## config.mk

```make
export PLATFORM = sky130hd
export DESIGN_NAME = noc_local_inport
export DESIGN_NICKNAME = d
export VERILOG_FILES = /design/src/rtl/noc_pkg.sv /design/src/rtl/noc_flit_fifo.sv /design/src/rtl/noc_local_inport.sv
export SDC_FILE = /design/constraint.sdc
export NUM_CORES = 1
export LEC_CHECK = 0
export CORE_AREA = 3 3 90 92
export CTS_BUF_LIST = sky130_fd_sc_hd__clkbuf_4 sky130_fd_sc_hd__clkbuf_8
export DETAILED_ROUTE_END_ITERATION = 10
export DIE_AREA = 0 0 93 95
export GPL_ROUTABILITY_DRIVEN = 0
export PLACE_DENSITY = 0.89
export SETUP_SLACK_MARGIN = 0.15
export SLEW_MARGIN = 10
export SYNTH_ARGS = -nofsm -noshare
export SYNTH_HDL_FRONTEND = slang
export SYNTH_SLANG_ARGS = --single-unit
```

## constraint.sdc

```tcl
create_clock -name clk -period 3.7 [get_ports clk]
set_input_delay 0.74 -clock clk [delete_from_list [all_inputs] [get_ports clk]]
set_output_delay 0.74 -clock clk [all_outputs]
set_load 0.01 [all_outputs]
```

## src/rtl/noc_pkg.sv

```systemverilog
// noc_pkg: shared definitions for the local input port of the 2x2 mesh router.
//   - flit_w()/dest_lsb()/src_lsb(): flit width and field offsets from DATA_WIDTH/ADDR_WIDTH.
//     Flit layout, MSB first: {src, dest, payload}.
//   - PORT_* : bit index of each crossbar output in the one-hot route vector.
//   - out_state_e : output stage states.
//   - xy_route(): dimension-ordered (X first, then Y) route for a destination address.
package noc_pkg;

   localparam int unsigned PORT_EAST  = 0;
   localparam int unsigned PORT_WEST  = 1;
   localparam int unsigned PORT_NORTH = 2;
   localparam int unsigned PORT_SOUTH = 3;
   localparam int unsigned PORT_LOCAL = 4;
   localparam int unsigned NUM_PORTS  = 5;

   typedef enum logic {
      StEmpty,
      StHold
   } out_state_e;

   function automatic int unsigned flit_w(input int unsigned dw, input int unsigned aw);
      return dw + 2 * aw;
   endfunction

   function automatic int unsigned dest_lsb(input int unsigned dw, input int unsigned aw);
      return dw + 0 * aw;
   endfunction

   function automatic int unsigned src_lsb(input int unsigned dw, input int unsigned aw);
      return dw + aw;
   endfunction

   // Address bit 0 is X, bit 1 is Y; X is resolved first.
   function automatic logic [NUM_PORTS-1:0] xy_route(input logic [1:0] dest,
                                                     input logic [1:0] id);
      logic [NUM_PORTS-1:0] port;
      port = '0;
      if (dest[0] > id[0]) begin
         port[PORT_EAST] = 1'b1;
      end else if (dest[0] < id[0]) begin
         port[PORT_WEST] = 1'b1;
      end else if (dest[1] > id[1]) begin
         port[PORT_SOUTH] = 1'b1;
      end else if (dest[1] < id[1]) begin
         port[PORT_NORTH] = 1'b1;
      end else begin
         port[PORT_LOCAL] = 1'b1;
      end
      return port;
   endfunction

endpackage

```

## src/rtl/noc_flit_fifo.sv

```systemverilog
// noc_flit_fifo: flit storage for the local input port.
//   clk_i, rst_ni       : clock, asynchronous active-low reset
//   push_i, wdata_i     : write a flit (caller guarantees !full_o)
//   pop_i, rdata_o      : rdata_o is the head flit; pop_i advances it (caller guarantees !empty_o)
//   full_o, empty_o     : derived from the wrap-bit pointers
//   count_o             : occupancy, present only when NOC_INPORT_STATS_EN is defined
module noc_flit_fifo #(
   parameter int unsigned Width = 20,
   parameter int unsigned Depth = 4
) (
   input  logic             clk_i,
   input  logic             rst_ni,
`ifdef NOC_INPORT_STATS_EN
   output logic [$clog2(Depth):0] count_o,
`endif
   input  logic             push_i,
   input  logic [Width-1:0] wdata_i,
   input  logic             pop_i,
   output logic [Width-1:0] rdata_o,
   output logic             full_o,
   output logic             empty_o
);

   localparam int unsigned IW = $clog2(Depth);
   localparam int unsigned PW = IW + 1;

   logic [Width-1:0] mem_q [Depth];
   logic [PW-1:0]    wr_ptr_q, rd_ptr_q;

   // Extra MSB on each pointer distinguishes full from empty when the indices match.
   assign empty_o = (wr_ptr_q == rd_ptr_q);
   assign full_o  = (wr_ptr_q[PW-1] != rd_ptr_q[PW-1]) && (wr_ptr_q[IW-1:0] == rd_ptr_q[IW-1:0]);
   assign rdata_o = mem_q[rd_ptr_q[IW-1:0]];

`ifdef NOC_INPORT_STATS_EN
   assign count_o = wr_ptr_q - rd_ptr_q;
`endif

   always_ff @(posedge clk_i or negedge rst_ni) begin
      if (!rst_ni) begin
         wr_ptr_q <= '0;
         rd_ptr_q <= '0;
      end else begin
         if (push_i) wr_ptr_q <= wr_ptr_q + 1'b1;
         if (pop_i)  rd_ptr_q <= rd_ptr_q + 1'b1;
      end
   end

   always_ff @(posedge clk_i) begin
      if (push_i) mem_q[wr_ptr_q[IW-1:0]] <= wdata_i;
   end

endmodule

```

## src/rtl/noc_local_inport.sv

```systemverilog
// noc_local_inport: router-side local input port. Flits from the PE are buffered in a FIFO,
// the head flit is routed XY and held in an output register offered to the crossbar.
// The PE cannot be stalled, so a flit arriving while the FIFO is full is dropped.
//   clk, rst (async, active-low)
//   i_valid, i_data         : flit from the PE, {src, dest, payload}
//   o_valid, o_data, o_port : head flit toward crossbar, one-hot {LOCAL,SOUTH,NORTH,WEST,EAST}
//   i_ready                 : crossbar accepts the head flit
//   o_full, o_empty         : FIFO state (output register not included)
//   o_drop_cnt, o_hiwater   : saturating drop count and peak FIFO occupancy
// Build option: NOC_INPORT_STATS_EN enables the stats registers; otherwise both stats read 0.
module noc_local_inport
   import noc_pkg::*;
#(
   parameter int unsigned           DATA_WIDTH = 16,
   parameter int unsigned           ADDR_WIDTH = 2,
   parameter int unsigned           DEPTH      = 4,
   parameter logic [ADDR_WIDTH-1:0] ROUTER_ID  = '0
) (
   input  logic                                      clk,
   input  logic                                      rst,
   input  logic                                      i_valid,
   input  logic [flit_w(DATA_WIDTH, ADDR_WIDTH)-1:0] i_data,
   output logic                                      o_valid,
   output logic [flit_w(DATA_WIDTH, ADDR_WIDTH)-1:0] o_data,
   output logic [4:0]                                o_port,
   input  logic                                      i_ready,
   output logic                                      o_full,
   output logic                                      o_empty,
   output logic [7:0]                                o_drop_cnt,
   output logic [$clog2(DEPTH):0]                    o_hiwater
);

   localparam int unsigned FW = flit_w(DATA_WIDTH, ADDR_WIDTH);
   localparam int unsigned DL = dest_lsb(DATA_WIDTH, ADDR_WIDTH);
   localparam int unsigned CW = $clog2(DEPTH) + 1;

   logic          fifo_full, fifo_empty, push, load;
   logic [FW-1:0] fifo_head;

   out_state_e     state_q;
   logic [FW-1:0]  data_q;
   logic [4:0]     port_q;

   // A full FIFO refuses the write even if the output stage pops in the same cycle.
   assign push = i_valid && !fifo_full;
   assign load = !fifo_empty && ((state_q == StEmpty) || i_ready);

`ifdef NOC_INPORT_STATS_EN
   logic [CW-1:0] fifo_count;
`endif

   noc_flit_fifo #(
      .Width (FW),
      .Depth (DEPTH)
   ) u_fifo (
      .clk_i   (clk),
      .rst_ni  (rst),
`ifdef NOC_INPORT_STATS_EN
      .count_o (fifo_count),
`endif
      .push_i  (push),
      .wdata_i (i_data),
      .pop_i   (load),
      .rdata_o (fifo_head),
      .full_o  (fifo_full),
      .empty_o (fifo_empty)
   );

   // Output stage: a load both consumes a pending handshake and refills the register.
   always_ff @(posedge clk or negedge rst) begin
      if (!rst) begin
         state_q <= StEmpty;
         data_q  <= '0;
         port_q  <= '0;
      end else if (load) begin
         state_q <= StHold;
         data_q  <= fifo_head;
         port_q  <= xy_route(fifo_head[DL +: 2], ROUTER_ID[1:0]);
      end else if ((state_q == StHold) && i_ready) begin
         state_q <= StEmpty;
      end
   end

   assign o_valid = (state_q == StHold);
   assign o_data  = data_q;
   assign o_port  = port_q;
   assign o_full  = fifo_full;
   assign o_empty = fifo_empty;

`ifdef NOC_INPORT_STATS_EN
   logic [7:0]    drop_cnt_q;
   logic [CW-1:0] hiwater_q;

   always_ff @(posedge clk or negedge rst) begin
      if (!rst) begin
         drop_cnt_q <= '0;
         hiwater_q  <= '0;
      end else begin
         if (i_valid && fifo_full && (drop_cnt_q != 8'hff)) drop_cnt_q <= drop_cnt_q + 8'd1;
         if (fifo_count > hiwater_q) hiwater_q <= fifo_count;
      end
   end

   assign o_drop_cnt = drop_cnt_q;
   assign o_hiwater  = hiwater_q;
`else
   assign o_drop_cnt = '0;
   assign o_hiwater  = '0;
`endif

endmodule

```

---- Yosys cells after proc, flatten, opt, wreduce, memory -nomap -nowiden ----
Memory sizes are Yosys's and may differ from the RTL's.
Cells that the tools add are included.
storage, ports and cells
  flip-flop bits (word level) ............. 32
  memory bits (writable) .................. 80
  output and inout bits ................... 39
  word-level logic and storage cells ...... 37
  memories kept ........................... 1
memory list
  name          words  width  read ports  clocked after Yosys merged registers in  wr ports  line                 RTL
  u_fifo.mem_q  4      20     1           0                                        1         noc_flit_fifo.sv:27  logic [Width-1:0] mem_q [Depth];
cells by class
  $add $sub $neg .......................... 2
  magnitude comparators ................... 4
  equality and inequality tests ........... 3
  mux-type cells .......................... 13
  bitwise operators ....................... 1
  reductions and logical operators ........ 8
operator list
  cell                   count
  $mux W1                11
  $add A3 B1 Y3 const B  2
  $logic_and A1 B1 Y1    4
  $mux W4                1
  $eq A3 B3 Y1           1
  $mux W3                1
  $eq A2 B2 Y1           1
  $gt A1 B1 Y1 const B   2
  $logic_not A1 Y1       2
  $lt A1 B1 Y1 const B   2
  $reduce_bool A2 Y1     1
  $logic_or A1 B1 Y1     1
  $ne A1 B1 Y1           1
  $not A1 Y1             1

---- Logic depth before layout (Yosys ltp) ----
  depth in word-level cells ............... 6
  mapped depth ............................ 6
  gate-level depth less buffers ........... 4

---- By module ----
Synthesis repeated with hierarchy kept, for this count alone.
unflattened totals
  cells, all modules ...................... 203
  area total of the unflattened synthesis .. 4235.3 um^2
modules (own cells, without submodules)
  module            instances  cells an instance  area each (um^2)
  noc_flit_fifo     1          134                3235.6
  noc_local_inport  1          69                 999.7

---- Worst setup path after synthesis ----
OpenSTA, ideal clock, no wires.
  kind .................................... register -> register
  from .................................... register u_fifo.rd_ptr_q[0]
  to ...................................... memory u_fifo.mem_q[3][0] (enable)
  library setup time ...................... 0.413 ns
  arrival ................................. 2.044 ns
  data required time ...................... 3.287 ns
  slack ................................... 1.244 ns
  stages on the path, launching flop included .. 5
  buffers on the path ..................... 2
  cell sequence ........................... dfrtp_1 buf_6 buf_6 xnor2_1 a31oi_1
between the ends
  cells in the longest elaborated chain, start to end .. 6
ends and longest elaborated chain
  element                        line                    RTL
  start, declared                noc_flit_fifo.sv:28     logic [PW-1:0] wr_ptr_q, rd_ptr_q;
  start signal, assigned         noc_flit_fifo.sv:45     if (pop_i) rd_ptr_q <= rd_ptr_q + 1'b1;
  $eq A2 B2 Y1                   noc_flit_fifo.sv:32     assign full_o = (wr_ptr_q[PW-1] != rd_ptr_q[PW-1]) && (wr_ptr_q[IW-1:0] == rd_ptr_q[IW-1:0]);
  $logic_and A1 B1 Y1            noc_flit_fifo.sv:32
  $logic_not A1 Y1               noc_local_inport.sv:45  assign push = i_valid && !fifo_full;
  $logic_and A1 B1 Y1            noc_local_inport.sv:45
  $mux W1                        noc_flit_fifo.sv:50     if (push_i) mem_q[wr_ptr_q[IW-1:0]] <= wdata_i;
  $mux W1 (not written as such)  noc_flit_fifo.sv:50
  end, declared                  noc_flit_fifo.sv:27
Every way passes these cells.

---- Worst setup path after layout ----
  from .................................... register u_fifo.rd_ptr_q[1]
  to ...................................... output port o_full
between the ends
  cells in the longest elaborated chain, start to end .. 2
ends and longest elaborated chain
  element              line                    RTL
  $eq A2 B2 Y1         noc_flit_fifo.sv:32
  $logic_and A1 B1 Y1  noc_flit_fifo.sv:32
  end, declared        noc_local_inport.sv:27  output logic o_full,
Every way passes these cells.

==> impl_results.md <==
* Multi-input logic area at 0.00108 sq mm
* Yosys reg bits at 109
* Fin. Hold Viols at 0
* Total CTS buffers at 9
* Setup TNS at 0 ns
* Initial antenna violation count at 0
* Largest area contributor in the netlist: edfxtp_1
* Lkg Pwr at 0.00187 uW
* Die ar. at 0.00884 sq mm
* Initial drt markers at 95
* EDFF count, synth at 80
* Fmax at 365 MHz
* Top area cells in the synthesized netlist: edfxtp_1 (55%), dfrtp_1 (17%), mux4_2 (9.3%)
* Drt wl/cell at 18.9 um
* Final #Nets at 293
* DP HPWL at 4480 um
* Crit Path Class: reg -> out
* Largest net degree at the start of global routing at 30
* Final worst path period need at 2.74 ns
* Vias at 1,971
* Fill cell total of the finished layout at 460
* Skew final at 0.0119 ns
* All-Layer GR Usage at 17.8%
* DRC errors left at 0
* Slew Viols, Final at 0
* Outcome: finished, final reports clean
* DR vias/cell at 5.36
* Yosys warns at 0
* Hold-fix buffers, CTS at 0
* Buf/Inv on CP at 1
* CTS H-tree depth at 3
* First-pass GRT wire length at 11,400 um
* Clk_lat worst skew at 0.36 ns
* Arrival time worst endpoint at 2.00 ns
* Worst Setup End Kind: output pin
* Most common cell in the netlist: edfxtp_1
* Final Cycle Share at 74.0%
* Max Root-Sink Buffers at 2
* Slowest stage delay, CP at 0.56 ns
* Req. time, crit path at 2.96 ns
* Top cell type's share of synthesized area at 55.0%
* Placed Area at 0.00489 sq mm
* Root Buffer: clkbuf_8
* Crit path cell chain: xnor2_1 -> and3_1 -> clkdlybuf4s50_1
* Setup Viol. Count Final at 0
* Cts repair resizes at 0
* Post-DRT Antenna Nets at 0
* Clock tree sinks at 109
* Hold Path Class: reg -> reg
* Clk slew on worst S/H paths at 0.10 ns
* Starting Density at 59.9%
* Yosys cell types at 26
* IR drop worst, VDD at 0.000371 V
* Final instance area at 0.00509 sq mm
* Post-CTS setup buffers at 0
* DRT Wirelength at 6950 um
* Crit-path slowest cell: dfrtp_1
* Die Span X at 93 um
* Mapped Cells at 208
* CP Max Fanout at 10
* Post-Syn Area at 0.00437 sq mm
* R2R setup slack at 1.36 ns
* Congestion Overflow GR at 0
* Dominant synthesized flop cell: edfxtp_1
* Vias in the first global route at 2,183
* Worst Max-Slew Pin Slew at 0.873 ns
* Pwr dens at 836 mW/mm^2
* Largest delay contributor family on the critical path: flip-flops
* Max-cap check violation count at 0
* Core ar. at 0.00729 sq mm
* Port bufs at 49
* First-pass DRT Iterations at 4
* Post-synthesis sequential area ratio at 71.6%
* Top cells by count, synth: edfxtp_1 (80), dfrtp_1 (29), mux2_4 (19)
* Syn_area_per_cell at 21.0 sq um
* Top Ports at 63
* TritonCTS clock tree: done
* Slew margin rel. at 41.8%
* Antenna Cells at 0
* Area delta synth->final at 16.5%
* Layout cells sized above 1 at 24.5%
* Crit start category: register
* Die H at 95 um
* Reg area at 0.00313 sq mm
* Std-Cell Rows at 31
* Asr flop ratio synth at 26.6%
* RSZ-0062 raised after global routing: false
## power breakdown
part,switching [uW],internal (uW)
logic,701,959
registers,182,1710
clock network,380,327
## worst paths after layout
| kind | cells after the start | from | endpoint |
|---|---|---|---|
| worst max-delay path | 3 | u_fifo.rd_ptr_q[1] | o_full |
| worst min-delay path | 1 | u_fifo.wr_ptr_q[2] | u_fifo.wr_ptr_q[2] |
| worst max register to register | 4 | u_fifo.rd_ptr_q[1] | u_fifo.mem_q[0][17] |
| worst min register to register | 1 | u_fifo.wr_ptr_q[2] | u_fifo.wr_ptr_q[2] |
| max in group asynchronous | 2 | rst | o_data[14] |
| min in group asynchronous | 2 | rst | o_data[5] |
## cell usage in the layout, fill, tap and decap left out, drive strengths merged
cell            n
a31oi           2
and2            3
and3            1
buf             7
bufinv          1
clkbuf         10
clkdlybuf4s50  49
clkinv          2
clkinvlp        1
conb           13
dfrtp          29
edfxtp         80
ha              5
inv             5
mux2           24
mux4           20
nand2           2
nand2b          1
nor2            1
nor2b           1
nor3            1
o311ai          1
o31a            1
xnor2           4
xor2            5
## final cells by class
cell class / count / share of cell area [%]
multi-input combinational: 85 / 21.2
sequential: 109 / 61.5
tap: 99 / 2.43
timing repair buffer: 56 / 10.7
clock buffer: 10 / 2.58
inverter: 3 / 0.221
clock inverter: 6 / 1.38
## kinds of logic (layout without fill, tap and decap cells)
logic type / Yosys count / in the layout / synth area share [%]
compound gates: 4 / 4 / 0.688
xor+xnor: 9 / 9 / 1.81
fa+ha+maj: 5 / 5 / 1.43
buf+inv: 26 / 75 / 4.81
flops: 109 / 109 / 71.6
mux: 44 / 44 / 18.3
other cells: 1 / 13 / 0.0859
simple gates: 10 / 10 / 1.23
## routing by layer
layer  vias to the layer above  GRT usage [%]  wire, um
met5                         -              0         0
li1                        892              -         -
met2                        69           29.6      3730
met3                         4           5.98       421
met4                         0           7.08        55
met1                      1006           21.8      2740
## flip-flops by register name, indices dropped and copies added, names as in the netlist
register,cells
u_fifo.mem_q,80
o_data,20
u_fifo.rd_ptr_q,3
u_fifo.wr_ptr_q,3
o_port,2
o_valid,1
## through the flow
step | power [uW] | worst slack (ns) | hold WS [ns] | cells | util [%]
after global placement | 3530 | 1.01 | 0.478 | 352 | 67.0
final | 4260 | 0.962 | 0.499 | 368 | 69.8
after global routing | 4510 | 0.727 | 0.517 | 368 | 69.8
after CTS | 4320 | 0.910 | 0.501 | 368 | 69.8
after floorplan | 3100 | 1.24 | 0.444 | 220 | -
after detailed placement | 3610 | 0.942 | 0.485 | 352 | 67.0
Note: power is estimated with default switching activity, not from simulation.
